===== src/rtl/serial_word_tx.sv =====
// rtl/serial_word_tx.sv - byte-to-serial word framer, MSB first (optional parity: SERIAL_WORD_TX_PARITY_EN)
module serial_word_tx #(
  parameter int WORD_BYTES = 4
) (
  input  logic       clk,
  input  logic       rst,
  input  logic [7:0] load_data,
  input  logic       load_valid,
  output logic       load_ready,
  output logic       ser_out,
  output logic       ser_valid,
  output logic       frame_start,
  output logic       ser_last,
  output logic       busy
);

  localparam int W   = 8 * WORD_BYTES;
  localparam int BCW = $clog2(W);
  localparam logic [3:0] LAST_BYTE = 4'(WORD_BYTES - 1);

`ifdef SERIAL_WORD_TX_PARITY_EN
  typedef enum logic [1:0] {FILL, SHIFT, PAR} state_t;
`else
  typedef enum logic {FILL, SHIFT} state_t;
`endif

  state_t           state;
  logic [3:0]       byte_cnt;
  logic [BCW-1:0]   bit_cnt;
  logic [W-1:0]     word;
  logic [W-1:0]     word_next;

  // Bytes shift in from the bottom, so once the word is complete the first
  // accepted byte sits in the top byte position.
  always_comb begin
    word_next = (word << 8) | W'(load_data);
  end

  // Frame state machine; every output is a register updated here.
  always_ff @(posedge clk) begin
    if (rst) begin
      state       <= FILL;
      byte_cnt    <= '0;
      bit_cnt     <= '0;
      word        <= '0;
      load_ready  <= 1'b1;
      ser_out     <= 1'b0;
      ser_valid   <= 1'b0;
      frame_start <= 1'b0;
      ser_last    <= 1'b0;
      busy        <= 1'b0;
    end else begin
      case (state)
        FILL: begin
          if (load_valid && load_ready) begin
            word <= word_next;
            busy <= 1'b1;
            if (byte_cnt == LAST_BYTE) begin
              // Word complete: the first bit goes out in the very next cycle.
              state       <= SHIFT;
              byte_cnt    <= '0;
              bit_cnt     <= BCW'(W - 1);
              load_ready  <= 1'b0;
              ser_valid   <= 1'b1;
              frame_start <= 1'b1;
              ser_out     <= word_next[W-1];
            end else begin
              byte_cnt <= byte_cnt + 4'd1;
            end
          end
        end
        SHIFT: begin
          frame_start <= 1'b0;
          if (bit_cnt == '0) begin
`ifdef SERIAL_WORD_TX_PARITY_EN
            // Bit 0 just went out; append the even-parity bit as the last frame bit.
            state    <= PAR;
            ser_out  <= ^word;
            ser_last <= 1'b1;
`else
            state      <= FILL;
            load_ready <= 1'b1;
            ser_valid  <= 1'b0;
            ser_out    <= 1'b0;
            ser_last   <= 1'b0;
            busy       <= 1'b0;
`endif
          end else begin
            bit_cnt <= bit_cnt - 1'b1;
            ser_out <= word[bit_cnt - 1'b1];
`ifndef SERIAL_WORD_TX_PARITY_EN
            ser_last <= (bit_cnt == BCW'(1));
`endif
          end
        end
`ifdef SERIAL_WORD_TX_PARITY_EN
        PAR: begin
          state      <= FILL;
          load_ready <= 1'b1;
          ser_valid  <= 1'b0;
          ser_out    <= 1'b0;
          ser_last   <= 1'b0;
          busy       <= 1'b0;
        end
`endif
        default: begin
          state      <= FILL;
          byte_cnt   <= '0;
          load_ready <= 1'b1;
          ser_valid  <= 1'b0;
          ser_out    <= 1'b0;
          ser_last   <= 1'b0;
          busy       <= 1'b0;
        end
      endcase
    end
  end

endmodule


===== config.mk =====
export PLATFORM = sky130hd
export DESIGN_NAME = serial_word_tx
export DESIGN_NICKNAME = d
export VERILOG_FILES = /design/src/rtl/serial_word_tx.sv
export SDC_FILE = /design/constraint.sdc
export NUM_CORES = 1
export LEC_CHECK = 0
export ABC_AREA = 0
export CAP_MARGIN = 10
export CORE_MARGIN = 4
export CORE_UTILIZATION = 37
export DETAILED_ROUTE_END_ITERATION = 7
export PLACE_DENSITY = 0.61
export SLEW_MARGIN = 5
export SYNTH_ARGS = -nofsm -noshare
export SYNTH_HDL_FRONTEND = slang
export SYNTH_SLANG_ARGS = --single-unit
export TNS_END_PERCENT = 100

===== constraint.sdc =====
create_clock -name clk -period 1.9 [get_ports clk]
set_input_delay 0.475 -clock clk [delete_from_list [all_inputs] [get_ports clk]]
set_output_delay 0.475 -clock clk [all_outputs]
set_load 0.01 [all_outputs]

==> metrics.log <==
[metrics] result of the run: complete, no violations
[metrics] clock transition at the register clock pins on the worst setup and hold paths after CTS: 90 ps
[metrics] clock tree buffer depth: 2
[metrics] arrival time of the worst setup path: 1980 ps
[metrics] unrepaired setup endpoints after global routing: false
[metrics] detailed-route wire length: 4340 um
[metrics] Synth Cell Area: 2130 um2
[metrics] Max stage delay on crit path: 490 ps
[metrics] wire per inst: 13.0 um
[metrics] number of nets with antenna violations after routing: 0
[metrics] antenna fix cells: 0
[metrics] Fillers: 582
[metrics] Storage cell area: 963 um2
[metrics] Final Util: 46.1%
[metrics] worst setup slack before clock tree synthesis: -140 ps
[metrics] Post-Syn Instances: 243
[metrics] initial detailed-routing violation count: 73
[metrics] grt ovf: 0
[metrics] First-pass DRT Iterations: 4
[metrics] Critical Path Sink Type: register
[metrics] synthesized area per cell: 8.75 um2
[metrics] Fmax achieved: 561 MHz
[metrics] placer congestion estimate: 0.737
[metrics] largest cells by area after synthesis: sky130_fd_sc_hd__dfxtp_1, sky130_fd_sc_hd__nand2_1, sky130_fd_sc_hd__a21oi_1
[metrics] cells along the critical path: inv_1 -> ha_4 -> mux4_2 -> mux2i_1 -> o221ai_1 -> o21a_1
[metrics] master cell of the clock root buffer: sky130_fd_sc_hd__clkbuf_8
[metrics] initial antenna violation count: 0
[metrics] pin count of the biggest net entering global routing: 34
[metrics] number of cell rows: 27
[metrics] Worst Clk Skew: 9.48 ps
[metrics] critical path buffer and inverter count: 1
[metrics] total placed cells including tap cells: 324
[metrics] final worst-path setup slack: 119 ps
[metrics] post-route non-filler standard cell count: 334
[metrics] Die Wd: 83.8 um
[metrics] final worst-path cycle share: 93.8%
[metrics] vias after detailed routing: 1,659
[metrics] total setup violations reported at the end of the flow: 0
[metrics] vias in the first global route: 1,571
[metrics] max-capacitance violation count: 0
[metrics] classification of the worst-slack hold path: register to register
[metrics] final design area excluding fillers: 2550 um2
[metrics] flip-flop count of the largest register after layout: 32
[metrics] NumNets Final: 275
[metrics] number of I/O port buffers: 16
[metrics] number of library cell types mapped by synthesis: 36
[metrics] worst path required time: 2100 ps
[metrics] HPWL after DPL: 3020 um
[metrics] first-pass GRT wire length: 7630 um
[metrics] clock tree from TritonCTS: built
[metrics] area growth from synthesis to layout: 20.1%
[metrics] sum of internal, switching and leakage power: 2.09 mW
[metrics] final total negative setup slack: 0 ps
[metrics] clock latency at the later pin of the worst-skew pair: 300 ps
[metrics] area share of the largest cell type after synthesis: 45.2%
[metrics] number of hold violations in the final report: 0
[metrics] detail-routed via count per cell: 4.97
[metrics] proportion of synthesized flip-flops having asynchronous set or reset: 0%
[metrics] total global-route track usage: 13.0%
[metrics] Clock Sinks: 48
[metrics] register with the most flip-flops: word
[metrics] placed standard-cell area: 2400 um2
[metrics] dominant synthesized flop cell: sky130_fd_sc_hd__dfxtp_1
[metrics] total DRC errors in the routed layout: 0
[metrics] clock buffer count from CTS: 5
[metrics] I/O pin total: 17
[metrics] EDFF count, synth: 0
[metrics] Core Footprint: 5540 um2
[metrics] Net Count, Synth: 257
[metrics] type of the worst setup path: register to register
[metrics] Max rail drop VDD: 0.000565 V
[metrics] remaining max-slew budget at the tightest pin: 74.8%
[metrics] cell family contributing the most delay on the critical path: multiplexers
[metrics] peak fanout along the critical path: 4
[metrics] sequential cell area fraction in the yosys report: 45.2%
[metrics] type of origin of the critical path: register
[metrics] starting utilization of the core area: 38.4%
[metrics] Yosys warning count: 0
[metrics] number of register bits inferred by synthesis: 48
[metrics] Slowest-stage cell, CP: sky130_fd_sc_hd__mux4_2
[metrics] count of final max-slew check failures: 0
[metrics] largest registers: word: 32 flops, bit_cnt: 5 flops, byte_cnt: 4 flops
[metrics] Hold Buf Count CTS: 0
[metrics] final hold slack: 458 ps
[metrics] count of H-tree levels built during CTS: 2
[metrics] total power per unit cell area: 819 nW/um2
[metrics] fraction of final layout cells with drive strength greater than 1: 14.5%
[metrics] area of the multi-input gates: 1050 um2
[metrics] die height: 83.8 um
[metrics] DIE AREA: 7030 um2
[metrics] largest area contributor in the netlist: sky130_fd_sc_hd__dfxtp_1
[metrics] actual slew at the worst max-slew pin: 377 ps
[metrics] shortest period the worst path allows: 1780 ps
[metrics] leakage: 0.897 nW
[synthesized netlist by cell type (all sizes together), types with 2 or more instances]
| cell type | number |
|---|---|
| a221oi | 2 |
| nor3 | 6 |
| mux4 | 8 |
| a21oi | 40 |
| buf | 11 |
| nor2 | 8 |
| nand3 | 3 |
| mux2i | 5 |
| dfxtp | 48 |
| clkbuf | 9 |
| nand2 | 72 |
| xor2 | 2 |
| nand4b | 2 |
| o21ai | 2 |
| xnor2 | 3 |
| inv | 5 |
| o21a | 3 |
| ha | 3 |
[power by group]
part	internal (mW)	leakage (nW)	total, mW	switching (mW)
clock	0.464	0.0645	0.794	0.330
sequential	1.04	0.391	1.07	0.0281
combinational	0.116	0.442	0.233	0.116
[layout by cell type (no fill, tap or decap), drive strengths merged, types with 2 or more instances in the layout]
| master | instances |
|---|---|
| nor2 | 8 |
| inv | 5 |
| a21oi | 40 |
| ha | 3 |
| nor3 | 6 |
| o21a | 3 |
| buf | 15 |
| dfxtp | 48 |
| nand2 | 72 |
| nand4b | 2 |
| clkdlybuf4s50 | 16 |
| xnor2 | 3 |
| o21ai | 2 |
| mux4 | 8 |
| clkbuf | 7 |
| nand3 | 3 |
| xor2 | 2 |
| a221oi | 2 |
| mux2i | 5 |
[worst reg2reg max path, cell delays in order (launching register included)]
cell	delay [ps]
sky130_fd_sc_hd__dfxtp_2	340
sky130_fd_sc_hd__inv_1	70
sky130_fd_sc_hd__ha_4	310
sky130_fd_sc_hd__mux4_2	500
sky130_fd_sc_hd__mux2i_1	140
sky130_fd_sc_hd__o221ai_1	130
sky130_fd_sc_hd__o21a_1	190
[cells by family after synthesis]
group / synth area share, %
muxes: 11.2
adders and majority gates: 1.76
xor gates and xnor gates: 2.41
buffers and inverters: 5.76
AOI/OAI and AO/OA: 14.0
DFF: 45.2
and+or+nand+nor: 19.7
[what timing repair did]
action,4_1_cts,5_1_grt
resized for setup,0,1
endpoints found under the setup margin,0,1
buffers inserted,0,2
[routing by layer]
layer | part of all wire, % | up-vias | global-route usage, %
met5 | 0 | - | 0
met4 | 1.2 | 0 | 3.51
met3 | 3.0 | 4 | 3.55
met2 | 46 | 18 | 20.3
met1 | 50 | 769 | 17.7
li1 | - | 868 | -
[final cells by class]
cell class / instances / share of cell area, %
inverters: 5 / 0.833
clock buffers: 7 / 3.77
flip-flops and latches: 48 / 37.7
repair buffers: 31 / 11.7
multi-input cells: 170 / 41.3
well taps: 72 / 3.53
clock inverters: 1 / 1.18
[path summary, 6_finish.rpt]
path	from	endpoint	slack [ps]	depth (start not counted)
max	bit_cnt[1]	ser_out	120	6
min	word[29]	word[29]	460	2
max reg2reg	bit_cnt[1]	ser_out	120	6
min reg2reg	word[29]	word[29]	460	2
(Power assumes the default switching activity.)
